<file path="src/rtl/sd_stripe_mux_pkg.sv">
// ---------------------------------------------------------------------------
// sd_stripe_pkg
// Shared types and helpers for the RAID5 stripe distributor.
//   state_e        : controller states (IDLE / ACTIVE / DRAIN)
//   chan_word_idx  : which input data word feeds a non-parity channel
// ---------------------------------------------------------------------------
package sd_stripe_pkg;

  typedef enum logic [1:0] {
    IDLE   = 2'd0,
    ACTIVE = 2'd1,
    DRAIN  = 2'd2
  } state_e;

  // Data word carried by channel ch when parity sits on channel par (ch != par).
  // Channels below the parity slot take their own index; channels above it
  // shift down by one because the parity slot consumes no data word.
  function automatic int unsigned chan_word_idx(input int unsigned ch,
                                                input int unsigned par);
    return (ch < par) ? ch : ch - 1;
  endfunction

endpackage

</file>
<file path="src/rtl/sd_stripe_mux_if.sv">
// ---------------------------------------------------------------------------
// sd_stripe_mux_if
// Input beat stream (from the SRAM buffers) and striped output stream
// (to the SD write channels) of the stripe distributor.
//   in_data/in_valid/in_ready          : NUM_SD-1 data words per beat
//   out_data/out_en/out_valid/out_ready: NUM_SD channel words per beat
// modport slave  : the distributor
// modport master : whoever drives the input and consumes the output
// ---------------------------------------------------------------------------
interface sd_stripe_mux_if #(
  parameter int DATA_W = 32,
  parameter int NUM_SD = 4
) ();

  logic [(NUM_SD-1)*DATA_W-1:0] in_data;
  logic                         in_valid;
  logic                         in_ready;
  logic [NUM_SD*DATA_W-1:0]     out_data;
  logic [NUM_SD-1:0]            out_en;
  logic                         out_valid;
  logic                         out_ready;

  modport slave (
    input  in_data, in_valid, out_ready,
    output in_ready, out_data, out_en, out_valid
  );

  modport master (
    output in_data, in_valid, out_ready,
    input  in_ready, out_data, out_en, out_valid
  );

endinterface

</file>
<file path="src/rtl/sd_stripe_mux_parity_gen.sv">
// ---------------------------------------------------------------------------
// sd_parity_gen
// Combinational XOR reduction of N words of DATA_W bits.
//   words_i  : word k at [k*DATA_W +: DATA_W]
//   parity_o : XOR of all N words
// ---------------------------------------------------------------------------
module sd_parity_gen #(
  parameter int N      = 3,
  parameter int DATA_W = 32
) (
  input  logic [N*DATA_W-1:0] words_i,
  output logic [DATA_W-1:0]   parity_o
);

  always_comb begin
    parity_o = '0;
    for (int k = 0; k < N; k++) begin
      parity_o = parity_o ^ words_i[k*DATA_W +: DATA_W];
    end
  end

endmodule

</file>
<file path="src/rtl/sd_stripe_mux.sv">
// ---------------------------------------------------------------------------
// sd_stripe_mux
// RAID5 stripe distributor: takes one beat of NUM_SD-1 data words, adds XOR
// parity and routes data + parity to NUM_SD SD write channels through one
// registered, handshaked stage. The parity channel rotates after every
// WORDS_PER_BLK beats; an optional failed channel has its enable cleared.
// Ports:
//   clk, n_rst         : clock, asynchronous active-low reset
//   start, num_blocks  : begin a transfer of num_blocks blocks (IDLE only)
//   par_start          : parity channel of the first block
//   fail_en, fail_id   : degraded mode, channel fail_id gets out_en=0
//   abort              : synchronous cancel back to IDLE (no done)
//   bus                : input beat / striped output streams (slave side)
//   par_id             : parity channel applied to the next accepted beat
//   busy, done         : transfer in progress / one-cycle end pulse
// ---------------------------------------------------------------------------
module sd_stripe_mux
  import sd_stripe_pkg::*;
#(
  parameter int DATA_W        = 32,
  parameter int NUM_SD        = 4,
  parameter int WORDS_PER_BLK = 128,
  parameter int CNT_W         = 16
) (
  input  logic                      clk,
  input  logic                      n_rst,
  input  logic                      start,
  input  logic [CNT_W-1:0]          num_blocks,
  input  logic [$clog2(NUM_SD)-1:0] par_start,
  input  logic                      fail_en,
  input  logic [$clog2(NUM_SD)-1:0] fail_id,
  input  logic                      abort,
  sd_stripe_mux_if.slave            bus,
  output logic [$clog2(NUM_SD)-1:0] par_id,
  output logic                      busy,
  output logic                      done
);

  localparam int PID_W = $clog2(NUM_SD);
  localparam int WC_W  = (WORDS_PER_BLK > 1) ? $clog2(WORDS_PER_BLK) : 1;

  state_e                   state_q, state_d;
  logic [WC_W-1:0]          word_cnt_q, word_cnt_d;
  logic [CNT_W-1:0]         blk_cnt_q, blk_cnt_d;
  logic [PID_W-1:0]         par_id_q, par_id_d;
  logic                     fail_en_q, fail_en_d;
  logic [PID_W-1:0]         fail_id_q, fail_id_d;
  logic [NUM_SD*DATA_W-1:0] out_data_q, out_data_d;
  logic [NUM_SD-1:0]        out_en_q, out_en_d;
  logic                     out_valid_q, out_valid_d;
  logic                     done_q, done_d;

  logic [DATA_W-1:0]        parity;
  logic [NUM_SD*DATA_W-1:0] mapped;
  logic [NUM_SD-1:0]        en_mask;
  logic                     in_ready, accept_in, accept_out;
  logic                     last_word, last_blk;

  sd_parity_gen #(.N(NUM_SD-1), .DATA_W(DATA_W)) u_parity (
    .words_i  (bus.in_data),
    .parity_o (parity)
  );

  // Output register may be refilled in the same cycle it is drained.
  assign in_ready   = (state_q == ACTIVE) && (!out_valid_q || bus.out_ready);
  assign accept_in  = bus.in_valid && in_ready;
  assign accept_out = out_valid_q && bus.out_ready;
  assign last_word  = (word_cnt_q == WC_W'(WORDS_PER_BLK-1));
  assign last_blk   = (blk_cnt_q == CNT_W'(1));

  // Channel routing for the beat on the input, using the current parity slot.
  always_comb begin
    mapped  = '0;
    en_mask = '1;
    for (int c = 0; c < NUM_SD; c++) begin
      if (c == int'(par_id_q)) begin
        mapped[c*DATA_W +: DATA_W] = parity;
      end else begin
        mapped[c*DATA_W +: DATA_W] =
          bus.in_data[chan_word_idx(c, 32'(par_id_q))*DATA_W +: DATA_W];
      end
    end
    // The failed channel still carries its data; only its enable drops.
    if (fail_en_q) en_mask[fail_id_q] = 1'b0;
  end

  always_comb begin
    // NOTE: every always_comb target gets a default first so no path can
    // leave it unassigned and infer a latch.
    state_d     = state_q;
    word_cnt_d  = word_cnt_q;
    blk_cnt_d   = blk_cnt_q;
    par_id_d    = par_id_q;
    fail_en_d   = fail_en_q;
    fail_id_d   = fail_id_q;
    out_data_d  = out_data_q;
    out_en_d    = out_en_q;
    out_valid_d = out_valid_q;
    done_d      = 1'b0;

    unique case (state_q)
      IDLE: begin
        if (start) begin
          if (num_blocks != '0) begin
            state_d    = ACTIVE;
            word_cnt_d = '0;
            blk_cnt_d  = num_blocks;
            par_id_d   = (int'(par_start) >= NUM_SD) ? '0 : par_start;
            fail_en_d  = fail_en;
            fail_id_d  = fail_id;
          end else begin
            done_d = 1'b1;
          end
        end
      end
      ACTIVE: begin
        if (accept_in) begin
          if (last_word) begin
            word_cnt_d = '0;
            blk_cnt_d  = blk_cnt_q - CNT_W'(1);
            par_id_d   = (par_id_q == PID_W'(NUM_SD-1)) ? '0
                                                         : par_id_q + PID_W'(1);
            if (last_blk) state_d = DRAIN;
          end else begin
            word_cnt_d = word_cnt_q + WC_W'(1);
          end
        end
      end
      DRAIN: begin
        if (accept_out) begin
          state_d = IDLE;
          done_d  = 1'b1;
        end
      end
      default: state_d = IDLE;
    endcase

    if (accept_in) begin
      out_data_d  = mapped;
      out_en_d    = en_mask;
      out_valid_d = 1'b1;
    end else if (accept_out) begin
      out_valid_d = 1'b0;
    end

    // Abort overrides everything, including a coincident start.
    if (abort) begin
      state_d     = IDLE;
      word_cnt_d  = '0;
      blk_cnt_d   = '0;
      out_valid_d = 1'b0;
      done_d      = 1'b0;
    end
  end

  // NOTE: sequential state uses non-blocking assignments so every register
  // samples pre-edge values regardless of statement order.
  always_ff @(posedge clk or negedge n_rst) begin
    if (!n_rst) begin
      state_q     <= IDLE;
      word_cnt_q  <= '0;
      blk_cnt_q   <= '0;
      par_id_q    <= '0;
      fail_en_q   <= 1'b0;
      fail_id_q   <= '0;
      // NOTE: the data register is reset as well, because out_data and
      // out_en must read zero out of reset; it is a pipeline stage, not a
      // memory array.
      out_data_q  <= '0;
      out_en_q    <= '0;
      out_valid_q <= 1'b0;
      done_q      <= 1'b0;
    end else begin
      state_q     <= state_d;
      word_cnt_q  <= word_cnt_d;
      blk_cnt_q   <= blk_cnt_d;
      par_id_q    <= par_id_d;
      fail_en_q   <= fail_en_d;
      fail_id_q   <= fail_id_d;
      out_data_q  <= out_data_d;
      out_en_q    <= out_en_d;
      out_valid_q <= out_valid_d;
      done_q      <= done_d;
    end
  end

  assign bus.in_ready  = in_ready;
  assign bus.out_data  = out_data_q;
  assign bus.out_en    = out_en_q;
  assign bus.out_valid = out_valid_q;
  assign par_id        = par_id_q;
  assign busy          = (state_q != IDLE);
  assign done          = done_q;

endmodule

</file>
<file path="src/flat_wrapper.sv">
// flat-port wrapper written by rule: the top's interface ports become plain ports
module sd_stripe_mux_flat import sd_stripe_pkg::*;
#(
  parameter int DATA_W        = 32,
  parameter int NUM_SD        = 4,
  parameter int WORDS_PER_BLK = 128,
  parameter int CNT_W         = 16
)
  (clk, n_rst, start, num_blocks, par_start, fail_en, fail_id, abort, par_id, busy, done, bus_in_data, bus_in_valid, bus_out_ready, bus_in_ready, bus_out_data, bus_out_en, bus_out_valid);
  sd_stripe_mux_if #(.DATA_W(DATA_W), .NUM_SD(NUM_SD)) bus_i ();
  input  logic clk;
  input  logic n_rst;
  input  logic start;
  input  logic [CNT_W-1:0] num_blocks;
  input  logic [$clog2(NUM_SD)-1:0] par_start;
  input  logic fail_en;
  input  logic [$clog2(NUM_SD)-1:0] fail_id;
  input  logic abort;
  output logic [$clog2(NUM_SD)-1:0] par_id;
  output logic busy;
  output logic done;
  input wire logic [$bits(bus_i.in_data)-1:0] bus_in_data;
  input wire logic [$bits(bus_i.in_valid)-1:0] bus_in_valid;
  input wire logic [$bits(bus_i.out_ready)-1:0] bus_out_ready;
  output wire logic [$bits(bus_i.in_ready)-1:0] bus_in_ready;
  output wire logic [$bits(bus_i.out_data)-1:0] bus_out_data;
  output wire logic [$bits(bus_i.out_en)-1:0] bus_out_en;
  output wire logic [$bits(bus_i.out_valid)-1:0] bus_out_valid;
  assign bus_i.in_data = bus_in_data;
  assign bus_i.in_valid = bus_in_valid;
  assign bus_i.out_ready = bus_out_ready;
  assign bus_in_ready = bus_i.in_ready;
  assign bus_out_data = bus_i.out_data;
  assign bus_out_en = bus_i.out_en;
  assign bus_out_valid = bus_i.out_valid;
  sd_stripe_mux #(.DATA_W(DATA_W), .NUM_SD(NUM_SD), .WORDS_PER_BLK(WORDS_PER_BLK), .CNT_W(CNT_W)) u_core (.clk(clk), .n_rst(n_rst), .start(start), .num_blocks(num_blocks), .par_start(par_start), .fail_en(fail_en), .fail_id(fail_id), .abort(abort), .bus(bus_i), .par_id(par_id), .busy(busy), .done(done));
endmodule
</file>
<file path="config.mk">
export PLATFORM = sky130hd
export DESIGN_NAME = sd_stripe_mux_flat
export DESIGN_NICKNAME = d
export VERILOG_FILES = /design/src/rtl/sd_stripe_mux_pkg.sv /design/src/rtl/sd_stripe_mux_if.sv /design/src/rtl/sd_stripe_mux_parity_gen.sv /design/src/rtl/sd_stripe_mux.sv /design/src/flat_wrapper.sv
export SDC_FILE = /design/constraint.sdc
export NUM_CORES = 1
export LEC_CHECK = 0
export BUFFER_PORTS_ARGS = -buffer_cell sky130_fd_sc_hd__buf_2
export CAP_MARGIN = 20
export CORE_MARGIN = 1.5
export CORE_UTILIZATION = 55
export DETAILED_ROUTE_END_ITERATION = 7
export PLACE_DENSITY = 0.87
export SETUP_SLACK_MARGIN = 0.05
export SLEW_MARGIN = 10
export SYNTH_ARGS = -nofsm -noshare
export SYNTH_HDL_FRONTEND = slang
export SYNTH_SLANG_ARGS = --single-unit
export TNS_END_PERCENT = 5
</file>
<file path="constraint.sdc">
create_clock -name clk -period 2.69 [get_ports clk]
set_input_delay 0.538 -clock clk [delete_from_list [all_inputs] [get_ports clk]]
set_output_delay 0.538 -clock clk [all_outputs]
set_load 0.03 [all_outputs]
</file>
==> metrics.txt, run 1 <==
status=finished, final reports clean; DRC violations left=0; total iterations of the first detailed-routing run=5; Mapped Area=10,500 um^2; maximum fanout along the worst path=6; slowest stage cell, crit path=nor2_1; Async SR Flop Fraction=1.00; Arrival @ worst endpoint=2.49 ns; crit share post-route=0.812; worst slew pin tran=0.567 ns; Logic pwr share=0.509; # Post-CTS Setup Buffers=0; commonest non-fill, non-tap cell in the layout=buf_2; GP Congestion=0.930; initial antenna violation count=2; IO Count=261; commonest cells after routing, fill and taps aside=buf_2 (259), nand2_1 (228), dfrtp_1 (163); final setup violating endpoints=0; Chip Height=141 um; nets=1,518; EDFF count, synth=0; Mapped Nets=1,375; Die Span X=141 um; critical path type=reg -> reg; wire length per cell=17.7 um; reg-to-reg slack, setup=0.51 ns; total CTS buffers=17; max-slew violations=0; sequential fraction of the synthesis area=0.390; first-pass GRT wire length=45.7 mm; leakage power=6.05 nW; site row count=50; Area Growth Syn to Fin=17.6%; vias in the first global route=9,081; largest net degree at the start of global routing=141; Sequential Power Share=0.305; die area=20,000 um^2; end of the worst register-to-register path=u_core.blk_cnt_q[13]; post-layout minimum cycle time=2.18 ns; most used cell, CP=nand4_1; grt total ovfl=0; Seq cells post-synth=164; Worst setup SP type=flop; slowest stage delay, CP=0.42 ns; hold buffers post-CTS=0; clock share of power=0.186; ys flop type=dfrtp_1; GRT Overall Usage=0.287; clk_skew=0.00871 ns; Worst Path Buf+Inv=0; Detail Route Antenna Nets=0; share of cells above drive strength 1=0.260; Clock Latency Late Sink=0.43 ns; Crit path max-delay family=simple AND/OR/NAND/NOR gates; WP depth=6; Core Area=18,700 um^2; CP Data Required Time=3.00 ns; final hold vios=0; final WL=29.0 mm; Warnings, synthesis=0; switching share of power=0.470; CTS root buf=clkbuf_16; CTS tree=done; post-synth cell types=58; H-tree depth=4; drt via density=5.93; Internal Dissipation=7.19 mW; RSZ-0062 raised after global routing=false; Clk pin slew, worst setup/hold paths=0.06 ns; port bufs=260; starting density of the core=0.562; Psw=6.38 mW; Pwr Density=1100 nW/um^2; Setup crit start=u_core.word_cnt_q[0]; # clock sinks=164; maximum vdd drop=0.000642 V; Slew headroom=0.622; Max clock buf depth=2; Setup TNS Final=0 ns; maximum clock frequency=0.458 GHz; Hold WC Path Type=in -> async; CP Capture Type=flop; Syn Area/Cell=8.44 um^2; FF-to-FF path depth=6; PostCTS Resize Cnt=0; 1st-iter DRT viols=719; Crit Reg-Reg Startpoint=u_core.word_cnt_q[0]; Mapped Cells=1,245; Cell Chain, Critical Path=ha_1 > nand4_1 > or2_2 > nor2_1 > nand4_1 > a32o_1; Vias=9,709; Maximum Capacitance Violations=0; WHS=0.0380 ns; worst setup path end=u_core.blk_cnt_q[13]; Final HPWL DP=19.8 mm
[logic make-up (layout without fill, tap and decap cells)]
family | Yosys count | count (layout) | synth area share
flip-flops | 164 | 164 | 0.390
multiplexers | 37 | 37 | 0.0390
other | 0 | 3 | 0
adder cells (fa/ha/maj) | 7 | 7 | 0.00833
AO/OA/AOI/OAI | 352 | 352 | 0.226
XOR/XNOR | 154 | 154 | 0.128
buffers and inverters | 160 | 315 | 0.0587
AND/OR/NAND/NOR | 371 | 371 | 0.149
[final cells by class]
| type | instances | area (um^2) |
|---|---|---|
| diodes | 3 | 7.51 |
| clock buffers | 19 | 453 |
| clock inverters | 12 | 154 |
| fillers | 1472 | 6350 |
| inverters | 5 | 18.8 |
| multi-input cells | 921 | 5810 |
| flip-flops and latches | 164 | 4110 |
| well taps | 234 | 293 |
| repair buffers | 279 | 1510 |
[power by group through the flow]
stage                     Clock [mW]  Sequential [mW]  Combinational [mW]
after CTS                       2.55             4.14                6.89
final                           2.52             4.14                6.90
after global placement             0             4.13                6.72
after detailed placement           0             4.16                6.87
after global routing            2.66             4.26                7.38
after floorplan                    0             6.04                2.79
[stage by stage]
stage	std cells	total power [mW]	util	cell area (um^2)	setup WS, ns
3_3_place_gp	1603	10.9	0.628	11700	0.320
2_1_floorplan	1245	8.82	-	10500	0.508
5_1_grt	1637	14.3	0.661	12400	0.385
6_report	1637	13.6	0.661	12400	0.507
4_1_cts	1634	13.6	0.660	12400	0.564
3_5_place_dp	1603	11.0	0.628	11700	0.299
[synth_stat cells, types with 7 or more instances]
| library cell | number | area share |
|---|---|---|
| nand2_1 | 228 | 0.081 |
| dfrtp_1 | 164 | 0.39 |
| xor2_1 | 154 | 0.13 |
| clkbuf_1 | 137 | 0.049 |
| o21ai_0 | 104 | 0.050 |
| nor2_1 | 86 | 0.031 |
| a21o_1 | 62 | 0.044 |
| a211oi_1 | 61 | 0.044 |
| mux2_2 | 32 | 0.034 |
| o32ai_1 | 32 | 0.027 |
| o22ai_1 | 31 | 0.018 |
| a21oi_1 | 17 | 0.0081 |
| buf_2 | 10 | 0.0048 |
| nand3_1 | 10 | 0.0048 |
| nor3_1 | 9 | 0.0043 |
| buf_1 | 7 | 0.0025 |
| ha_1 | 7 | 0.0083 |
| o21ai_1 | 7 | 0.0033 |
| o31ai_1 | 7 | 0.0050 |
[state kept, by name, summed over array words and instances, names as in the netlist]
| signal | flops |
|---|---|
| u_core.blk_cnt_q | 16 |
| u_core.bus.out_data | 128 |
| u_core.bus.out_en | 4 |
| u_core.bus.out_valid | 1 |
| u_core.done | 1 |
| u_core.fail_en_q | 1 |
| u_core.fail_id_q | 2 |
| u_core.par_id | 2 |
| u_core.state_q | 2 |
| u_core.word_cnt_q | 7 |
[worst min path at each step]
| stage | startpoint | endpoint | slack (ns) | cells after the start |
|---|---|---|---|---|
| final | n_rst | u_core.blk_cnt_q[2] | 0.04 | 1 |
| after global routing | n_rst | u_core.blk_cnt_q[2] | 0.07 | 1 |
| after CTS | n_rst | u_core.blk_cnt_q[2] | 0.05 | 1 |
| after detailed placement | u_core.bus.out_en[1] | u_core.bus.out_en[1] | 0.46 | 2 |
| after global placement | u_core.bus.out_data[41] | u_core.bus.out_data[41] | 0.45 | 1 |
| after floorplan | n_rst | u_core.blk_cnt_q[0] | 0.24 | 0 |
[worst register-to-register path, delay by kind of cell, from the launching register on]
| kind | cells | cell delay, ns |
|---|---|---|
| simple gates | 4 | 1.14 |
| flops | 1 | 0.40 |
| compound gates | 1 | 0.29 |
| fa+ha+maj | 1 | 0.25 |
[routing by layer]
layer / global-route usage / vias to the layer above / wire length (um)
li1: - / 4576 / -
met2: 0.469 / 435 / 13700
met5: 0 / - / 0
met1: 0.367 / 4621 / 12000
met3: 0.0520 / 77 / 2060
met4: 0.144 / 0 / 1180
Power figures use the tool's default switching activity.
==> run 2, diff against run 1 <==
- clock period: 2.69 -> 2.16 ns (I/O delays scaled with it)
==> run 2 against run 1 <==
  * Worst hold slack improved by 0.20 ns
  * Combinational power increased by 28%
  * Non-clock buffer count increased by 21
  * Critical path type unchanged
  * Core utilization increased by 1.3 points
  * Flip-flop and latch count unchanged
  * Sequential share of layout area decreased by 0.62 points
  * Register-to-register slack got worse by 0.36 ns
  * Clock power increased by 32%
  * Via count increased by 0.11%
  * Worst setup slack got worse by 0.36 ns
  * Critical path depth decreased by 1
==> metrics.txt, run 2 (same netlist as run 1, synthesis figures left out) <==
# clock sinks=164; CP Data Required Time=2.48 ns; grt total ovfl=0; vias in the first global route=9,237; Pwr Density=1370 nW/um^2; register area=4110 um^2; total CTS buffers=17; leakage power=6.18 nW; Sequential Power Share=0.296; max-slew violations=0; maximum fanout along the worst path=9; final WL=29.2 mm; Psw=7.98 mW; Maximum Capacitance Violations=0; port bufs=260; switching share of power=0.463; PostCTS Resize Cnt=0; GP Congestion=0.995; clock share of power=0.193; total iterations of the first detailed-routing run=5; Internal Dissipation=9.26 mW; critical path type=reg -> reg; status=finished, final reports clean; Logic pwr share=0.511; Detail Route Antenna Nets=0; FILL cells=1,471; CTS root buf=clkbuf_16; die area=20,000 um^2; reg-to-reg slack, setup=0.15 ns; worst slew pin tran=0.641 ns; Core Area=18,700 um^2; starting density of the core=0.562; commonest cells after routing, fill and taps aside=buf_2 (259), nand2_1 (228), dfrtp_1 (163); crit share post-route=0.932; final setup margin=0.147 ns; wire length per cell=17.6 um; CTS tree=done; Chip Height=141 um; Worst setup SP type=flop; largest net degree at the start of global routing=107; Setup TNS Final=0 ns; maximum clock frequency=0.497 GHz; share of cells above drive strength 1=0.270; Area Growth Syn to Fin=19.8%; Clk pin slew, worst setup/hold paths=0.07 ns; Final HPWL DP=20.0 mm; Placed Instances=1,623; final hold vios=0; area of the multi-input gates=5820 um^2; drt via density=5.87; Hold WC Path Type=in -> reg; nets=1,539; Vias=9,720; GRT Overall Usage=0.291; commonest non-fill, non-tap cell in the layout=buf_2; IO Count=261; 1st-iter DRT viols=706; H-tree depth=4; Max clock buf depth=2; initial antenna violation count=1; first-pass GRT wire length=46.4 mm; Layout Cells excl Fill=1,655; # Post-CTS Setup Buffers=0; max reg flops=128; clk_skew=0.0123 ns; Arrival @ worst endpoint=2.33 ns; DRC violations left=0; final setup violating endpoints=0; Clock Latency Late Sink=0.43 ns; RSZ-0062 raised after global routing=false; site row count=50; Die Span X=141 um; Slew headroom=0.573; worst slack, placed=0.0866 ns; maximum vdd drop=0.000948 V; CP Capture Type=flop; post-layout minimum cycle time=2.01 ns
-- run 2: changes by cell type in the layout (fill, tap and decap cells not counted), sizes merged --
| cell | previous run | this run |
|---|---|---|
| diode | 3 | 2 |
| clkinv | 5 | 2 |
| dlygate4sd3 | 0 | 1 |
| clkbuf | 19 | 17 |
| inv | 6 | 9 |
| clkinvlp | 3 | 1 |
| buf | 279 | 299 |
| bufinv | 3 | 5 |
-- run 2: stage by stage --
| stage | instance area, um^2 | utilization | power (mW) | hold slack (ns) |
|---|---|---|---|---|
| 6_report | 12600 | 0.673 | 17.2 | 0.239 |
| 5_1_grt | 12600 | 0.673 | 18.2 | 0.231 |
| 4_1_cts | 12600 | 0.673 | 17.3 | 0.223 |
| 3_5_place_dp | 12000 | 0.639 | 13.9 | 0.439 |
| 3_3_place_gp | 12000 | 0.639 | 13.7 | 0.440 |
| 2_1_floorplan | 10500 | - | 11.0 | 0.136 |
-- run 2: worst max-delay path: stages (launching register included) --
cell	delay, ns
dfrtp_1	0.44
or3b_1	0.44
a41oi_4	0.30
a21o_1	0.36
o21ai_1	0.13
a31o_1	0.23
-- run 2: final timing paths --
check                                                to                 start  depth (start not counted)
worst max-delay path                u_core.blk_cnt_q[6]     u_core.state_q[1]                          5
worst min-delay path                u_core.fail_id_q[0]            fail_id[0]                          2
worst max register to register      u_core.blk_cnt_q[6]     u_core.state_q[1]                          5
worst min register to register     u_core.bus.out_en[2]  u_core.bus.out_en[2]                          2
max in group asynchronous       u_core.bus.out_data[68]                 n_rst                          3
min in group asynchronous       u_core.bus.out_data[24]                 n_rst                          2
-- run 2: timing repair --
action                     CTS  global route
hold endpoints to repair    50             0
hold buffers                 1             0
setup endpoints to repair    0             0
-- run 2: power groups by stage --
stage | clock (mW) | combinational [mW] | sequential [mW]
5_1_grt | 3.50 | 9.44 | 5.25
6_report | 3.33 | 8.80 | 5.10
3_5_place_dp | 0 | 8.79 | 5.13
2_1_floorplan | 0 | 3.48 | 7.52
4_1_cts | 3.38 | 8.82 | 5.10
3_3_place_gp | 0 | 8.59 | 5.09
-- run 2: layer usage --
| metal | part of all wire | wire (um) | GRT usage |
|---|---|---|---|
| met5 | 0 | 0 | 0 |
| met3 | 0.069 | 2020 | 0.0580 |
| met2 | 0.48 | 14100 | 0.484 |
| met4 | 0.036 | 1040 | 0.142 |
| met1 | 0.41 | 12000 | 0.364 |
-- run 2: final cells by class --
cell class / count / share of cell area
timing repair buffer: 300 / 0.137
tap: 234 / 0.0232
inverter: 5 / 0.00149
sequential: 164 / 0.326
multi-input combinational: 921 / 0.462
antenna: 2 / 0.000397
clock buffer: 17 / 0.0338
clock inverter: 12 / 0.0161
